==> config.mk <==
export PLATFORM = sky130hd
export DESIGN_NAME = booth_seq_mult
export DESIGN_NICKNAME = d
export VERILOG_FILES = /design/src/rtl/booth_pkg.sv /design/src/rtl/booth_recode.sv /design/src/rtl/booth_seq_mult.sv
export SDC_FILE = /design/constraint.sdc
export NUM_CORES = 1
export LEC_CHECK = 0
export BUFFER_PORTS_ARGS = -buffer_cell sky130_fd_sc_hd__buf_2
export CORE_MARGIN = 2
export CORE_UTILIZATION = 51
export DETAILED_ROUTE_END_ITERATION = 6
export PLACE_DENSITY = 0.75
export SLEW_MARGIN = 0
export SYNTH_ARGS = -nofsm -noshare
export SYNTH_HDL_FRONTEND = slang
export SYNTH_SLANG_ARGS = --single-unit
==> constraint.sdc <==
create_clock -name clk -period 3 [get_ports clk]
set_clock_uncertainty 0.15 [all_clocks]
set_input_delay 0.6 -clock clk [delete_from_list [all_inputs] [get_ports clk]]
set_output_delay 0.6 -clock clk [all_outputs]
set_load 0.05 [all_outputs]
==> src/rtl/booth_pkg.sv <==
// Shared definitions for the sequential Booth multiplier: FSM states,
// radix selectors and the step-count helper.
package booth_pkg;

  typedef enum logic {IDLE, RUN} state_t;

  localparam int RADIX2 = 0;
  localparam int RADIX4 = 1;

  function automatic int step_count(input int n, input int radix4);
    return (radix4 == RADIX4) ? n / 2 : n;
  endfunction

endpackage

==> src/rtl/booth_recode.sv <==
// Booth digit recoder: turns the low multiplier bits plus the appended bit E
// into the signed addend applied to the accumulator on one step.
module booth_recode
  import booth_pkg::*;
#(
  parameter int N      = 8,
  parameter int RADIX4 = 0
) (
  input  logic [2:0]   bits,
  input  logic [N+1:0] ys,
  output logic [N+1:0] addend
);

  logic [N+1:0] neg_y;
  logic [N+1:0] two_y;
  logic [N+1:0] neg_two_y;

  // Y arrives already sign-extended by two bits, so -Y and +-2Y cannot overflow.
  assign neg_y     = ~ys + (N+2)'(1);
  assign two_y     = ys << 1;
  assign neg_two_y = neg_y << 1;

  always_comb begin
    addend = '0;
    if (RADIX4 != RADIX2) begin
      case (bits)
        3'b001, 3'b010: addend = ys;
        3'b011:         addend = two_y;
        3'b100:         addend = neg_two_y;
        3'b101, 3'b110: addend = neg_y;
        default:        addend = '0;
      endcase
    end else begin
      case (bits[1:0])
        2'b01:   addend = ys;
        2'b10:   addend = neg_y;
        default: addend = '0;
      endcase
    end
  end

endmodule

==> src/rtl/booth_seq_mult.sv <==
// Sequential signed Booth multiplier (radix-2 or radix-4) with a start/done
// handshake; the product is registered on the final step.
module booth_seq_mult
  import booth_pkg::*;
#(
  parameter int N      = 8,
  parameter int RADIX4 = 0
) (
  input  logic           clk,
  input  logic           rst,
  input  logic           start,
  input  logic [N-1:0]   X,
  input  logic [N-1:0]   Y,
  output logic           busy,
  output logic           done,
  output logic [2*N-1:0] Z
);

  localparam int K  = step_count(N, RADIX4);
  localparam int CW = $clog2(K + 1);
  localparam int SH = (RADIX4 != RADIX2) ? 2 : 1;

  state_t         state;
  logic [N+1:0]   acc;
  logic [N+1:0]   ys;
  logic [N+1:0]   addend;
  logic [N+1:0]   sum;
  logic [N-1:0]   xr;
  logic           e;
  logic [CW-1:0]  cnt;
  logic [2*N+2:0] shifted;

  booth_recode #(.N(N), .RADIX4(RADIX4)) u_recode (
    .bits   ({xr[1:0], e}),
    .ys     (ys),
    .addend (addend)
  );

  // Add the recoded digit, then shift the whole {acc, X, E} chain arithmetically.
  assign sum     = acc + addend;
  assign shifted = $signed({sum, xr, e}) >>> SH;

  always_ff @(posedge clk or posedge rst) begin
    if (rst) begin
      state <= IDLE;
      busy  <= 1'b0;
      done  <= 1'b0;
      cnt   <= '0;
      acc   <= '0;
      xr    <= '0;
      e     <= 1'b0;
      ys    <= '0;
      Z     <= '0;
    end else begin
      done <= 1'b0;
      case (state)
        IDLE: begin
          if (start) begin
            state <= RUN;
            busy  <= 1'b1;
            acc   <= '0;
            xr    <= X;
            e     <= 1'b0;
            ys    <= {{2{Y[N-1]}}, Y};
            cnt   <= CW'(K);
          end
        end
        RUN: begin
          {acc, xr, e} <= shifted;
          cnt          <= cnt - CW'(1);
          // Last step: the product is the low 2N bits of {acc, X} after the shift.
          if (cnt == CW'(1)) begin
            state <= IDLE;
            busy  <= 1'b0;
            done  <= 1'b1;
            Z     <= shifted[2*N:1];
          end
        end
        default: state <= IDLE;
      endcase
    end
  end

endmodule

==> results of run 1 <==
## worst max-delay path, cell delays in order (launching register included)
cell       delay (ns)
dfrtp_1          0.40
buf_4            0.14
buf_4            0.13
nor3_4           0.21
buf_4            0.17
and3_1           0.16
o21ai_0          0.08
a21oi_1          0.21
ha_1             0.31
and4_4           0.20
o2bb2ai_1        0.11
a31o_2           0.22
or3_1            0.30
o211ai_1         0.17
## per-stage QoR
step	instances	util, %
2_1_floorplan	278	-
3_3_place_gp	389	58.71
3_5_place_dp	389	58.71
4_1_cts	397	61.14
5_1_grt	398	62.33
6_report	398	62.33
## flip-flops by register name, indices dropped and copies added, names as in the netlist
register,flops
cnt,4
done,1
xr,8
e,1
acc,9
state,1
busy,1
Z,16
ys,8
## cell families after synthesis
| logic type | after synthesis | share of synthesized area, % |
|---|---|---|
| simple gates | 100 | 17.68 |
| fa+ha+maj | 15 | 7.436 |
| flops | 49 | 46.71 |
| xor+xnor | 7 | 2.336 |
| mux | 17 | 6.912 |
| buf+inv | 22 | 3.432 |
| compound gates | 68 | 15.49 |
## power breakdown
part | switching, W | internal [W] | total [W] | leakage [nW]
clock | 0.000221 | 0.000251 | 0.000471 | 0.0554
sequential | 0.000278 | 0.000984 | 0.00126 | 0.602
combinational | 0.00136 | 0.000886 | 0.00224 | 0.876
## final timing paths
check / slack (ns) / startpoint / endpoint / cells past startpoint
max in group asynchronous: 1.83 / rst / acc[6] / 3
max: -0.05 / ys[1] / acc[8] / 13
min in group clk: 0.33 / Z[0] / Z[0] / 2
min: 0.16 / rst / Z[2] / 2
max reg2reg: -0.05 / ys[1] / acc[8] / 13
min reg2reg: 0.33 / Z[0] / Z[0] / 2
## what timing repair did
| action | 4_1_cts | 5_1_grt |
|---|---|---|
| endpoints found under the setup margin | 2 | 6 |
| pin swaps | 0 | 4 |
| resized for setup | 2 | 14 |
| setup buffers | 0 | 1 |
## final cells by class
class | instances | area [um^2] | share of cell area (%)
multi-input cells | 207 | 1369 | 43.55
clock buffers | 6 | 72.57 | 2.309
inverters | 12 | 45.04 | 1.433
well taps | 70 | 87.58 | 2.787
clock inverters | 2 | 38.79 | 1.234
flip-flops and latches | 49 | 1226 | 39.01
repair buffers | 52 | 304.0 | 9.674
## per-layer routing
metal / vias to the layer above / GRT usage [%] / share of wire, %
met5: - / 0 / 0
li1: 1060 / - / -
met1: 1028 / 28.19 / 46
met2: 48 / 32.28 / 48
met4: 0 / 6.433 / 1.4
met3: 8 / 4.101 / 4.2
## layout by cell type, fill, tap and decap left out, drive strengths merged, types with 2 or more instances in the layout
cell and n:
nand2 61, buf 52, dfrtp 49, o21ai 29
a21oi 17, nor2 15, ha 14, inv 11
mux2 9, mux2i 8, clkbuf 6, nor3 6
xnor2 4, nor4 4, nand3 3, a21o 3
a22o 3, xor2 3, a211oi 3, or3 2
o22ai 2, or3b 2, and3 2, o21bai 2
clkinv 2
==> results.json, run 1 <==
{
  "ant_nets": 0,
  "avgSynthCellArea_um2": 9.443,
  "dpl.hpwl_mm": 3.974,
  "cp-start-kind": "flop",
  "setup_viol": 1,
  "die_area_mm2": 0.005737,
  "cap_viol_max_count": 0,
  "portBuffers": 36,
  "cts_max_level": 2,
  "vias": 2144,
  "fin_crit_sh_pct": 101.7,
  "yosysUniqueCellTypes": 46,
  "synth_edf_count": 0,
  "powerDensity_mw_per_mm2": 1265,
  "route.detailed.drc": 0,
  "grt_first_pass_wirelength_mm": 8.942,
  "yosys-top-cells-count": "nand2_1, dfrtp_1, o21ai_0",
  "synth_top_area_share_pct": 46.71,
  "dieWidth_um": 75.75,
  "hold_buffers": 0,
  "synth-main-ff-cell": "dfrtp_1",
  "syn_nets": 312,
  "status": "finished, violations left",
  "totalPowerFinal_w": 0.003977,
  "rows": 26,
  "io_pins": 37,
  "overflow": 0,
  "synthCells": 278,
  "grt_usage_pct": 20.36,
  "drive_gt1_share_pct": 26.22,
  "viasPerCell": 5.387,
  "critPathKind": "flop to flop",
  "cts.sink_count": 49,
  "cts_tree": "done",
  "clock_latency_ns": 0.30,
  "grt_start_max_net_pins": 27,
  "finalHoldViolations": 0,
  "leakage_nw": 1.533,
  "slew_violations": 0,
  "wl_mm": 5.512,
  "slew_headroom_pct": 67.95,
  "fin_nets": 361,
  "core_mm2": 0.005042,
  "drt_iter0_drc": 178,
  "synth_area_leaders": "dfrtp_1, nand2_1, ha_1, o21ai_0, mux2_2",
  "setup_tns_ns": -0.05203,
  "synthToLayoutAreaGrowth_pct": 19.73,
  "routedWlPerCell_um": 13.85,
  "gp_congestion": 0.8688,
  "worst_pin_slew_ns": 0.4800,
  "yosysWarningCount": 0,
  "die_h_um": 75.75,
  "firstDrtPassIters": 4,
  "stdcell_area_mm2": 0.003143,
  "whs_ns": 0.1599,
  "pre_cts_slack_ns": -0.008572,
  "yosysMostFrequentCell": "nand2_1",
  "ys_ff_latch": 49,
  "critical_path.max_fanout": 4,
  "synth_area_mm2": 0.002625,
  "worstPathArrival_ns": 3.12,
  "cts_root_buffer": "clkbuf_8",
  "start_util_pct": 52.06,
  "cp.required_ns": 3.07,
  "ys_seq_area_share_pct": 46.71,
  "nFillCells": 418,
  "period_needed_ns": 3.052,
  "antenna_cells": 0,
  "cts_made_buffers": 5,
  "worstHoldPathType": "input port to async pin",
  "max-vdd-ir-drop_v": 0.0006655,
  "rsz0062_at_grt": "true",
  "place_area_mm2": 0.002960,
  "antenna_found_initial": 0,
  "clkTransAtPathRegs_ns": 0.09,
  "end_kind": "flop",
  "clk_path_buf_depth": 2,
  "async_flop_share_pct": 100.0,
  "synth_area_leader_cell": "dfrtp_1",
  "grt_pass1_vias": 1990,
  "fmax_ghz": 0.3277,
  "violations": "negative setup slack",
  "worst_slack_ns": -0.05203
}
(Power assumes the default switching activity.)
==> run 2, diff against run 1 <==
--- a/config.mk
+++ b/config.mk
@@ -5,11 +5,12 @@
 export SDC_FILE = /design/constraint.sdc
 export NUM_CORES = 1
 export LEC_CHECK = 0
+export ABC_AREA = 1
 export BUFFER_PORTS_ARGS = -buffer_cell sky130_fd_sc_hd__buf_2
 export CORE_MARGIN = 2
-export CORE_UTILIZATION = 51
+export CORE_UTILIZATION = 60
 export DETAILED_ROUTE_END_ITERATION = 6
-export PLACE_DENSITY = 0.75
+export PLACE_DENSITY = 0.83
 export SLEW_MARGIN = 0
 export SYNTH_ARGS = -nofsm -noshare
 export SYNTH_HDL_FRONTEND = slang
==> constraint.sdc (replaced) <==
create_clock -name clk -period 3.8 [get_ports clk]
set_clock_uncertainty 0.15 [all_clocks]
set_input_delay 0.76 -clock clk [delete_from_list [all_inputs] [get_ports clk]]
set_output_delay 0.76 -clock clk [all_outputs]
set_load 0.05 [all_outputs]
==> run 2 against run 1 <==
  * The run now ends clean
  * Synthesized cell count increased by 19%
  * Sequential power decreased by 25%
  * Hold slack improved by 0.18 ns
  * Highest routed layer unchanged
  * First-iteration DRC count unchanged
  * Setup slack improved by 1.2 ns
  * Critical path type unchanged
  * Via count increased by 3.6%
==> results.json, run 2 <==
{
  "status": "complete, no violations",
  "firstDrtPassIters": 4,
  "wl_mm": 5.378,
  "totalPowerFinal_w": 0.002847,
  "synth-main-ff-cell": "dfrtp_1",
  "synth_area_mm2": 0.002689,
  "core_mm2": 0.004324,
  "synth_compound_area_share_pct": 13.82,
  "largest_register_ffs": 16,
  "cts_max_level": 2,
  "finish.utilization_pct": 67.97,
  "cts_made_buffers": 5,
  "async_flop_share_pct": 100.0,
  "met2_usage_pct": 38.53,
  "powerDensity_mw_per_mm2": 968.5,
  "worst_pin_slew_ns": 0.9891,
  "portBuffers": 36,
  "synthCells": 330,
  "syn_nets": 364,
  "grt_pass1_vias": 2182,
  "synth_xor_area_share_pct": 1.629,
  "grt_start_max_net_pins": 50,
  "ys_seq_area_share_pct": 45.60,
  "period_needed_ns": 2.603,
  "fin_nets": 395,
  "vias": 2222,
  "antenna_found_initial": 0,
  "stdcell_area_mm2": 0.002939,
  "yosys.area_share.simple_pct": 22.48,
  "end_kind": "flop",
  "cp.required_ns": 3.85,
  "hold_buffers": 0,
  "yosysWarningCount": 0,
  "leakage_nw": 1.523,
  "io_pins": 37,
  "multi_input_area_mm2": 0.001215,
  "place_area_mm2": 0.002854,
  "grt_first_pass_wirelength_mm": 9.446,
  "gp_congestion": 0.9491,
  "synthToLayoutAreaGrowth_pct": 9.307,
  "nFillCells": 374,
  "rows": 24,
  "slew_headroom_pct": 33.97,
  "clk_path_buf_depth": 2,
  "top_regs": "Z: 16 flops, acc: 9 flops",
  "worstPathArrival_ns": 2.66,
  "synth_area_leader_cell": "dfrtp_1",
  "ctsResizeCount": 0,
  "fin_crit_sh_pct": 68.50,
  "synth_top_area_share_pct": 45.60,
  "fmax_ghz": 0.3842,
  "use_met3_pct": 5.271,
  "place_inst": 406,
  "grt_usage_pct": 23.50,
  "setup_viol": 0,
  "rsz0062_at_grt": "false",
  "top_register": "Z",
  "slew_violations": 0,
  "cts_root_buffer": "clkbuf_8",
  "cap_viol_max_count": 0,
  "avgSynthCellArea_um2": 8.148,
  "max-vdd-ir-drop_v": 0.0006908,
  "antenna_cells": 0,
  "register_area_mm2": 0.001226,
  "ys_ff_latch": 49,
  "viasPerCell": 5.380,
  "die_area_mm2": 0.005033,
  "clock_latency_ns": 0.31,
  "layout_commonest_cell": "nand2_1",
  "synth_edf_count": 0,
  "synth_fa_ha_area_share_pct": 7.259,
  "die_h_um": 70.95,
  "dieWidth_um": 70.95,
  "synth_mux_area_share_pct": 0,
  "drt_iter0_drc": 178,
  "clkTransAtPathRegs_ns": 0.09,
  "worstHoldPathType": "flop to flop",
  "critical_path.max_fanout": 5,
  "final_cell_count_no_fill": 413,
  "finalHoldViolations": 0,
  "cp-start-kind": "flop",
  "dpl.hpwl_mm": 3.944,
  "busiest_layer": "met2",
  "start_util_pct": 62.18,
  "yosysMostFrequentCell": "nand2_1",
  "setup_tns_ns": 0,
  "synth_top_family_by_area": "simple AND/OR/NAND/NOR gates",
  "yosys-top-cells-count": "nand2_1, dfrtp_1, inv_1",
  "use_met1_pct": 30.63,
  "yosysUniqueCellTypes": 30,
  "cts_setup_buffers": 0,
  "synth_area_leaders": "dfrtp_1, nand2_1, ha_1, inv_1, nand3_1",
  "ant_nets": 0,
  "final_cell_mix": "nand2_1, dfrtp_1, inv_1",
  "cts.sink_count": 49,
  "cts_tree": "done",
  "routedWlPerCell_um": 13.02,
  "overflow": 0,
  "critPathKind": "flop to flop",
  "route.detailed.drc": 0,
  "drive_gt1_share_pct": 16.34
}
-- run 2: through the flow --
| stage | hold WS (ns) | worst slack, ns |
|---|---|---|
| floorplan | 0.3053 | 1.489 |
| global placement | 0.3086 | 1.244 |
| detailed placement | 0.3101 | 1.238 |
| CTS | 0.3373 | 1.220 |
| global route | 0.3505 | 0.9145 |
| finish | 0.3349 | 1.197 |
-- run 2: final cells by class --
class,count,area share (%)
tap,52,2.214
clock buffer,5,2.341
multi-input combinational,225,41.34
clock inverter,2,0.5534
inverter,44,5.705
sequential,49,41.72
timing repair buffer,36,6.130
-- run 2: cells by family after synthesis --
family	Yosys count
simple gates	145
compound gates	60
buf+inv	56
flops	49
fa+ha+maj	15
xor+xnor	5
-- run 2: path summary, 6_finish.rpt --
path / start / end / slack, ns / cells past startpoint
max: ys[0] / acc[8] / 1.20 / 15
min: Z[13] / Z[13] / 0.33 / 2
max reg2reg: ys[0] / acc[8] / 1.20 / 15
min reg2reg: Z[13] / Z[13] / 0.33 / 2
max in group asynchronous: rst / acc[7] / 2.37 / 2
min in group asynchronous: rst / Z[2] / 0.53 / 2
-- run 2: where the power goes --
part | switching, W | internal, W
Combinational | 0.00109 | 0.000507
Sequential | 0.000168 | 0.000774
Clock | 0.000178 | 0.000127
-- run 2: metal layers --
metal	part of all wire, %	wire length (um)	up-vias
met2	46	2483	47
met3	4.0	217	8
met4	2.0	109	0
met5	0	0	-
met1	48	2567	1044
li1	-	-	1123
-- run 2: worst max-delay path, stage by stage, from the launching register on --
cell     delay (ns)
dfrtp_1        0.38
inv_1          0.12
ha_1           0.20
nand3_1        0.13
nor3_1         0.20
nand2_1        0.08
nand2_1        0.08
a21oi_1        0.05
ha_1           0.35
nand2_1        0.12
nor2_1         0.19
nand3_1        0.11
nand3_1        0.12
nand3_1        0.08
nand3_1        0.08
nand2_1        0.05
